<file path="src/rtl/hilo_pkg.sv">
// Shared definitions for the hi/lo guessing game: state encoding, digit width
// and the legal range of the NIBBLES parameter.
package hilo_pkg;

    localparam int DIGIT_W     = 4;
    localparam int NIBBLES_MIN = 1;
    localparam int NIBBLES_MAX = 4;
    localparam int COUNT_W     = 4;

    typedef enum logic [2:0] {
        ST_IDLE    = 3'd0,
        ST_ENTRY   = 3'd1,
        ST_VERIFY  = 3'd2,
        ST_HINT_HI = 3'd3,
        ST_HINT_LO = 3'd4,
        ST_WIN     = 3'd5,
        ST_LOSE    = 3'd6
    } state_t;

    function automatic logic [COUNT_W-1:0] sat_inc(input logic [COUNT_W-1:0] v);
        return (v == {COUNT_W{1'b1}}) ? v : v + 1'b1;
    endfunction

endpackage

</file>
<file path="src/rtl/hilo_param_btn_pulse.sv">
// Button conditioner: 2-flop synchroniser followed by a stable-high counter that
// emits a single 1-cycle pulse per press, DB_CYCLES+2 clocks after first sample.
module btn_pulse #(
    parameter int DB_CYCLES = 200000
) (
    input  logic clk,
    input  logic rst,
    input  logic i_btn,
    output logic o_pulse
);

    localparam int CW = $clog2(DB_CYCLES + 2);

    logic          r_sync1;
    logic          r_sync2;
    logic [CW-1:0] r_cnt;
    logic          r_pulse;

    // Counter parks at DB_CYCLES+1 after firing so a held button cannot re-fire.
    always_ff @(posedge clk or posedge rst) begin
        if (rst) begin
            r_sync1 <= 1'b0;
            r_sync2 <= 1'b0;
            r_cnt   <= '0;
            r_pulse <= 1'b0;
        end else begin
            r_sync1 <= i_btn;
            r_sync2 <= r_sync1;
            r_pulse <= 1'b0;
            if (!r_sync2) begin
                r_cnt <= '0;
            end else if (r_cnt == CW'(DB_CYCLES)) begin
                r_cnt   <= CW'(DB_CYCLES + 1);
                r_pulse <= 1'b1;
            end else if (r_cnt < CW'(DB_CYCLES)) begin
                r_cnt <= r_cnt + 1'b1;
            end
        end
    end

    assign o_pulse = r_pulse;

endmodule

</file>
<file path="src/rtl/hilo_param.sv">
// Hi/lo number guessing game top. Optional lose limit enabled by defining
// HILO_LOSE_LIMIT_EN; otherwise guessing is unlimited and LOSE is unreachable.
module hilo_param
    import hilo_pkg::*;
#(
    parameter int NIBBLES     = 2,
    parameter int MAX_GUESSES = 8,
    parameter int DB_CYCLES   = 200000
) (
    input  logic                   clk,
    input  logic                   rst,
    input  logic [DIGIT_W-1:0]     switches,
    input  logic                   enter_btn,
    input  logic                   restart_btn,
    output logic [4*NIBBLES-1:0]   guess_o,
    output logic [COUNT_W-1:0]     count_o,
    output logic [2:0]             state_o,
    output logic                   too_high,
    output logic                   too_low,
    output logic                   win,
    output logic                   lose
);

    localparam int W = DIGIT_W * NIBBLES;

`ifdef HILO_LOSE_LIMIT_EN
    localparam bit LOSE_EN = 1'b1;
`else
    localparam bit LOSE_EN = 1'b0;
`endif

    logic               w_enter_p;
    logic               w_restart_p;

    state_t             r_state;
    logic [W-1:0]       r_guess;
    logic [COUNT_W-1:0] r_count;
    logic [W-1:0]       r_answer;
    logic [1:0]         r_idx;
    logic [W-1:0]       r_free;
    logic               r_too_high;
    logic               r_too_low;
    logic               r_win;
    logic               r_lose;

    state_t             w_state_nxt;
    logic [W-1:0]       w_guess_nxt;
    logic [COUNT_W-1:0] w_count_nxt;
    logic [W-1:0]       w_answer_nxt;
    logic [1:0]         w_idx_nxt;
    logic [COUNT_W-1:0] w_count_inc;
    logic               w_eq;
    logic               w_gt;
    logic               w_lose_hit;

    btn_pulse #(.DB_CYCLES(DB_CYCLES)) u_enter (
        .clk     (clk),
        .rst     (rst),
        .i_btn   (enter_btn),
        .o_pulse (w_enter_p)
    );

    btn_pulse #(.DB_CYCLES(DB_CYCLES)) u_restart (
        .clk     (clk),
        .rst     (rst),
        .i_btn   (restart_btn),
        .o_pulse (w_restart_p)
    );

    assign w_count_inc = sat_inc(r_count);
    assign w_eq        = (r_guess == r_answer);
    assign w_gt        = (r_guess > r_answer);
    assign w_lose_hit  = LOSE_EN && (w_count_inc == COUNT_W'(MAX_GUESSES));

    always_comb begin
        w_state_nxt  = r_state;
        w_guess_nxt  = r_guess;
        w_count_nxt  = r_count;
        w_answer_nxt = r_answer;
        w_idx_nxt    = r_idx;
        if (w_restart_p) begin
            w_state_nxt = ST_IDLE;
            w_guess_nxt = '0;
            w_count_nxt = '0;
            w_idx_nxt   = '0;
        end else begin
            case (r_state)
                ST_IDLE: begin
                    if (w_enter_p) begin
                        w_answer_nxt = r_free;
                        w_guess_nxt  = '0;
                        w_count_nxt  = '0;
                        w_idx_nxt    = '0;
                        w_state_nxt  = ST_ENTRY;
                    end
                end
                ST_ENTRY: begin
                    if (w_enter_p) begin
                        // Digits are entered most-significant nibble first.
                        for (int n = 0; n < NIBBLES; n++) begin
                            if (n == NIBBLES - 1 - int'(r_idx)) begin
                                w_guess_nxt[n*DIGIT_W +: DIGIT_W] = switches;
                            end
                        end
                        if (r_idx == 2'(NIBBLES - 1)) begin
                            w_state_nxt = ST_VERIFY;
                        end else begin
                            w_idx_nxt = r_idx + 1'b1;
                        end
                    end
                end
                ST_VERIFY: begin
                    w_count_nxt = w_count_inc;
                    if (w_eq) begin
                        w_state_nxt = ST_WIN;
                    end else if (w_lose_hit) begin
                        w_state_nxt = ST_LOSE;
                    end else if (w_gt) begin
                        w_state_nxt = ST_HINT_HI;
                    end else begin
                        w_state_nxt = ST_HINT_LO;
                    end
                end
                ST_HINT_HI, ST_HINT_LO: begin
                    if (w_enter_p) begin
                        w_guess_nxt = '0;
                        w_idx_nxt   = '0;
                        w_state_nxt = ST_ENTRY;
                    end
                end
                ST_WIN, ST_LOSE: begin
                    if (w_enter_p) begin
                        w_state_nxt = ST_IDLE;
                    end
                end
                default: begin
                    w_state_nxt = ST_IDLE;
                end
            endcase
        end
    end

    // Flags are registered from the next state so they track r_state exactly.
    always_ff @(posedge clk or posedge rst) begin
        if (rst) begin
            r_state    <= ST_IDLE;
            r_guess    <= '0;
            r_count    <= '0;
            r_answer   <= '0;
            r_idx      <= '0;
            r_free     <= '0;
            r_too_high <= 1'b0;
            r_too_low  <= 1'b0;
            r_win      <= 1'b0;
            r_lose     <= 1'b0;
        end else begin
            r_state    <= w_state_nxt;
            r_guess    <= w_guess_nxt;
            r_count    <= w_count_nxt;
            r_answer   <= w_answer_nxt;
            r_idx      <= w_idx_nxt;
            r_free     <= r_free + 1'b1;
            r_too_high <= (w_state_nxt == ST_HINT_HI);
            r_too_low  <= (w_state_nxt == ST_HINT_LO);
            r_win      <= (w_state_nxt == ST_WIN);
            r_lose     <= (w_state_nxt == ST_LOSE);
        end
    end

    assign guess_o  = r_guess;
    assign count_o  = r_count;
    assign state_o  = r_state;
    assign too_high = r_too_high;
    assign too_low  = r_too_low;
    assign win      = r_win;
    assign lose     = r_lose;

endmodule
</file>
<file path="config.mk">
export PLATFORM = sky130hd
export DESIGN_NAME = hilo_param
export DESIGN_NICKNAME = d
export VERILOG_FILES = /design/src/rtl/hilo_pkg.sv /design/src/rtl/hilo_param_btn_pulse.sv /design/src/rtl/hilo_param.sv
export SDC_FILE = /design/constraint.sdc
export NUM_CORES = 1
export LEC_CHECK = 0
export CAP_MARGIN = 10
export CORE_ASPECT_RATIO = 0.9
export CORE_MARGIN = 2
export CORE_UTILIZATION = 45
export CTS_BUF_LIST = sky130_fd_sc_hd__clkbuf_4 sky130_fd_sc_hd__clkbuf_8
export CTS_CLUSTER_SIZE = 25
export DETAILED_ROUTE_END_ITERATION = 12
export PLACE_DENSITY = 0.66
export SLEW_MARGIN = 5
export SYNTH_ARGS = -nofsm -noshare
export SYNTH_HDL_FRONTEND = slang
export SYNTH_SLANG_ARGS = --single-unit
export TNS_END_PERCENT = 1
</file>
<file path="constraint.sdc">
create_clock -name clk -period 2.6 [get_ports clk]
set_input_delay 0.52 -clock clk [delete_from_list [all_inputs] [get_ports clk]]
set_output_delay 0.52 -clock clk [all_outputs]
set_load 0.01 [all_outputs]
</file>
=== After elaboration in Yosys (flattened, before gate mapping) ===
Index checks and enable logic that the tools add are counted.

* Register bits after elaboration: 79
* Bits of input ports: 8
* Output and inout port bits: 19

* Multiplexer cells: 33
* Bitwise gates (word level): 1
* Equality and inequality tests: 25
* Magnitude comparators: 3
* Add/subtract/negate cells: 6
* Reduce and logical (&&, ||, !) cells: 11

{| class="wikitable"
|+ Operators by type and width
! kind !! count
|-
| $mux 18 || 6
|-
| $add 18x1->18 const B || 2
|-
| $eq 18x18->1 const B || 2
|-
| $lt 18x18->1 const B || 2
|-
| $logic_not 32->1 || 1
|-
| $mux 8 || 3
|-
| $mux 3 || 7
|-
| $mux 4 || 5
|-
| $eq 3x3->1 const B || 6
|-
| $pmux 8 s2 || 1
|-
| $ne 3x2->1 const B || 4
|-
| $pmux 3 s4 || 1
|-
| $reduce_and 4->1 || 3
|-
| $eq 3x2->1 const B || 3
|-
| $ne 3x1->1 const B || 3
|-
| $add 8x1->8 const B || 1
|-
| $eq 8x8->1 || 1
|-
| $gt 8x8->1 || 1
|-
| $mux 2 || 4
|-
| $pmux 4 s2 || 1
|-
| $ne 3x3->1 const B || 2
|-
| $reduce_and 3->1 || 2
|-
| $reduce_bool 3->1 || 2
|-
| $add 4x1->4 const B || 1
|-
| other kinds (12) || 15
|}

=== Logic depth before layout (Yosys ltp) ===
* Depth in word-level cells: 6
* Mapped depth: 8
* Depth with buffers taken out: 8

=== By module ===
A second synthesis with hierarchy kept.

* Cell total of the unflattened synthesis: 444
* Area, all modules: 4,349.2 µm²

{| class="wikitable"
|+ Modules (own cells, without submodules)
! module !! cells an instance !! instances !! area each (µm²) !! sequential area each (µm²)
|-
| btn_pulse || 127 || 2 || 1,216.2 || 525.5
|-
| hilo_param || 190 || 1 || 1,916.8 || 925.9
|}

=== Worst setup path after synthesis ===
OpenSTA, ideal clock, no wires.

* Path type: reg-to-reg
* Start: register u_restart.r_cnt[3]
* End: register u_restart.r_cnt[8]
* Stages on the path, launching flop included: 7
* Path slack: 0.438 ns
* Path buffers: 1
* Arrival: 2.039 ns
* Clock period less this slack: 2.162 ns
* Cells stage by stage: dfrtp_1 -> or4b_1 -> or4_1 -> buf_2 -> a2111oi_4 -> xnor2_1 -> nor2_1

* Longest elaborated chain between the ends: 4

{| class="wikitable"
|+ Ends and longest elaborated chain
! element !! line !! RTL
|-
| start: declaration || hilo_param_btn_pulse.sv:16 || <nowiki>logic [CW-1:0] r_cnt;</nowiki>
|-
| start signal: assignment || hilo_param_btn_pulse.sv:33 || <nowiki>r_cnt <= CW'(DB_CYCLES + 1);</nowiki>
|-
| start signal: assignment || hilo_param_btn_pulse.sv:36 || <nowiki>r_cnt <= r_cnt + 1'b1;</nowiki>
|-
| $add 18x1->18 || hilo_param_btn_pulse.sv:36 ||
|-
| $mux 18 || hilo_param_btn_pulse.sv:35 || <nowiki>end else if (r_cnt < CW'(DB_CYCLES)) begin</nowiki>
|-
| $mux 18 || hilo_param_btn_pulse.sv:32 || <nowiki>end else if (r_cnt == CW'(DB_CYCLES)) begin</nowiki>
|-
| $mux 18 || hilo_param_btn_pulse.sv:30 || <nowiki>if (!r_sync2) begin</nowiki>
|}

Several ways; a longest one is shown, not always the timed one. The select of a mux whose other input is x is not followed.
A chain may end at the register's enable or synchronous reset.

=== Final worst setup path ===
Same ends and word-level chain as after synthesis.

==> results.sh <==
export IMPL_status="completed"
export IMPL_min_path_type="flip-flop to flip-flop"
export IMPL_ys_warn_count=0
export IMPL_fp_dieArea_um2=9570
export IMPL_grt_pass1_vias=2836
export IMPL_drv_slew=0
export IMPL_hold_viol=0
export IMPL_syn_mean_instance_area_um2=9.69
export IMPL_drt_iter0_drc=96
export IMPL_setup_viol=0
export IMPL_synth_net_count=434
export IMPL_synth_cell_types=44
export IMPL_max_clock_path_buffers=2
export IMPL_cts_root_buffer="clkbuf_8"
export IMPL_p_leak_nw=1.95
export IMPL_start_util=0.462
export IMPL_cts_tree="built"
export IMPL_cts_sinks=79
export IMPL_drive_gt1_frac=0.0872
export IMPL_place_hpwl_mm=5.43
export IMPL_tightest_slew_ns=0.736
export IMPL_final_common_cell="dfrtp_1"
export IMPL_fmax_mhz=435
export IMPL_cts_setup_buffers=0
export IMPL_drt_pass1_iter_count=4
export IMPL_worstSkewPairLatency_ns=0.35
export IMPL_drt_antenna_violating_nets=0
export IMPL_ys_ff_latch=79
export IMPL_portBuffers=26
export IMPL_die_h_um=93.0
export IMPL_n_antenna_cell=0
export IMPL_viasPerCell=5.26
export IMPL_cts_made_buffers=9
export IMPL_core_rowCount=32
export IMPL_ys_seq_area_frac=0.499
export IMPL_drv_cap=0
export IMPL_grt_max_degree=35
export IMPL_tns_ns=0
export IMPL_grt_use_total=0.177
export IMPL_layout_common_cells="dfrtp_1 (79), nor2_1 (56), nand2_1 (38)"
export IMPL_ioPinCount=27
export IMPL_max_slew_margin=0.507
export IMPL_area_delta_synth_final_pct=16.9
export IMPL_drc=0
export IMPL_arrival_ns=2.53
export IMPL_startpoint_type="flip-flop"
export IMPL_ctsResizeCount=0
export IMPL_finClkSkew_ns=0.00761
export IMPL_overflow=0
export IMPL_path_max_fanout=6
export IMPL_wl_per_cell_um=13.5
export IMPL_grt_pass1_wl_mm=13.4
export IMPL_cts_htree_levels=3
export IMPL_globalplace_congestion=0.839
export IMPL_finalCriticalPeriod_ns=2.30
export IMPL_power_total_w=0.00242
export IMPL_wirelength_mm=7.65
export IMPL_nets=467
export IMPL_end_kind="flip-flop"
export IMPL_syn_inst=409
export IMPL_grt_antenna_before_repair=0
export IMPL_path_clk_slew_ns=0.08
export IMPL_rsz0062_at_grt="false"
export IMPL_vias=2976
export IMPL_finalCritPeriodShare=0.885
export IMPL_crit_type="flip-flop to flip-flop"
export IMPL_crit_required_ns=2.83
export IMPL_die_width_um=103
export IMPL_ir_worst_vdd_uv=292
export IMPL_power_density_nw_per_um2=523
export IMPL_core_area_um2=8570
export IMPL_whs_ns=0.353
export IMPL_syn_cell_area_um2=3960
export IMPL_final_util=0.541
export IMPL_ctsHoldBuffers=0
area by class of cell:
class / instances / area [um2]
multi-input cells: 293 / 1850
well taps: 119 / 149
inverters: 27 / 103
clock inverters: 6 / 109
flip-flops and latches: 79 / 1980
fillers: 810 / 3940
clock buffers: 10 / 131
repair buffers: 32 / 318
cell usage after synthesis:
cell type | number | area share
a31o_2 | 3 | 0.0066
nand4_1 | 13 | 0.021
nor3_1 | 9 | 0.011
and3_1 | 5 | 0.0079
nor4_1 | 4 | 0.0063
o22ai_1 | 2 | 0.0032
o211ai_1 | 1 | 0.0019
mux2i_1 | 1 | 0.0025
dfrtp_1 | 79 | 0.50
nand2_1 | 38 | 0.036
o21a_1 | 1 | 0.0019
or4b_1 | 1 | 0.0025
nand3_1 | 12 | 0.015
a22o_1 | 2 | 0.0044
a311oi_1 | 1 | 0.0022
mux2_2 | 10 | 0.028
and4_1 | 1 | 0.0022
a21oi_1 | 21 | 0.027
a31oi_1 | 1 | 0.0016
a211oi_1 | 5 | 0.0095
nor3b_1 | 2 | 0.0038
or3_1 | 3 | 0.0047
and3b_1 | 1 | 0.0022
a21o_1 | 1 | 0.0019
nand2b_1 | 7 | 0.011
xnor2_1 | 26 | 0.057
ha_1 | 17 | 0.054
nor4_2 | 1 | 0.0032
a41oi_1 | 1 | 0.0022
xor2_1 | 7 | 0.015
nor4b_1 | 2 | 0.0044
o221a_2 | 1 | 0.0028
nor2_1 | 56 | 0.053
o2111ai_1 | 1 | 0.0022
a2111oi_4 | 1 | 0.0069
buf_2 | 1 | 0.0013
clkbuf_1 | 9 | 0.0085
o21ai_0 | 22 | 0.028
or4_1 | 2 | 0.0038
inv_1 | 27 | 0.026
nor2b_1 | 4 | 0.0063
and2_1 | 5 | 0.0079
a22oi_1 | 1 | 0.0019
a211o_1 | 1 | 0.0022
through the flow:
stage	cells	setup slack [ns]	cell area [um2]
final	566	0.299	4630
after global routing	566	0.205	4630
after CTS	566	0.294	4630
after detailed placement	550	0.307	4390
after global placement	550	0.338	4390
after floorplan	409	0.0566	3960
flip-flops by register name, indices dropped and copies added (netlist names), 2 cells and up:
signal           cells
count_o              4
u_restart.r_cnt     18
r_idx                2
r_free               8
r_answer             8
state_o              3
guess_o              8
u_enter.r_cnt       18
routing by layer:
layer,routed length [um],GRT usage
met1,3730,0.243
met2,3590,0.279
met3,263,0.0478
met4,67,0.0450
met5,0,0
power breakdown:
part           leakage (nW)  internal (W)  switching, W  total (W)
Clock                 0.124      0.000647      0.000452    0.00110
Combinational         0.755     0.0000273     0.0000471  0.0000744
Sequential             1.08       0.00124     0.0000103    0.00125
critical path, stage by stage (launching register included):
cell and delay, ns:
dfrtp_1 0.44, or4b_1 0.54, or4_1 0.67, a2111oi_4 0.35, xnor2_1 0.15, nor2_1 0.05
path summary, 6_finish.rpt:
check                                          startpoint  slack, ns                              to  cells after the start
setup reg to reg           u_restart.r_cnt[3]$_DFFE_PP0P_       0.30  u_restart.r_cnt[8]$_DFFE_PP0P_                      5
min in group asynchronous                             rst       0.52     u_restart.r_sync1$_DFF_PP0_                      2
setup / recovery           u_restart.r_cnt[3]$_DFFE_PP0P_       0.30  u_restart.r_cnt[8]$_DFFE_PP0P_                      5
max in group asynchronous                             rst       1.47          guess_o[1]$_DFFE_PP0P_                      3
hold reg to reg                 u_enter.r_sync1$_DFF_PP0_       0.35       u_enter.r_sync2$_DFF_PP0_                      0
hold / removal                  u_enter.r_sync1$_DFF_PP0_       0.35       u_enter.r_sync2$_DFF_PP0_                      0
cells by family (layout without fill, tap and decap cells):
family,after synthesis,in the layout,synth area share
AND/OR/NAND/NOR,166,166,0.202
flip-flops,79,79,0.499
AO/OA/AOI/OAI,66,66,0.106
buffers and inverters,37,75,0.0354
XOR/XNOR,33,33,0.0729
adder cells (fa/ha/maj),17,17,0.0537
multiplexers,11,11,0.0309
No activity file was read; power rests on OpenSTA's default activity.
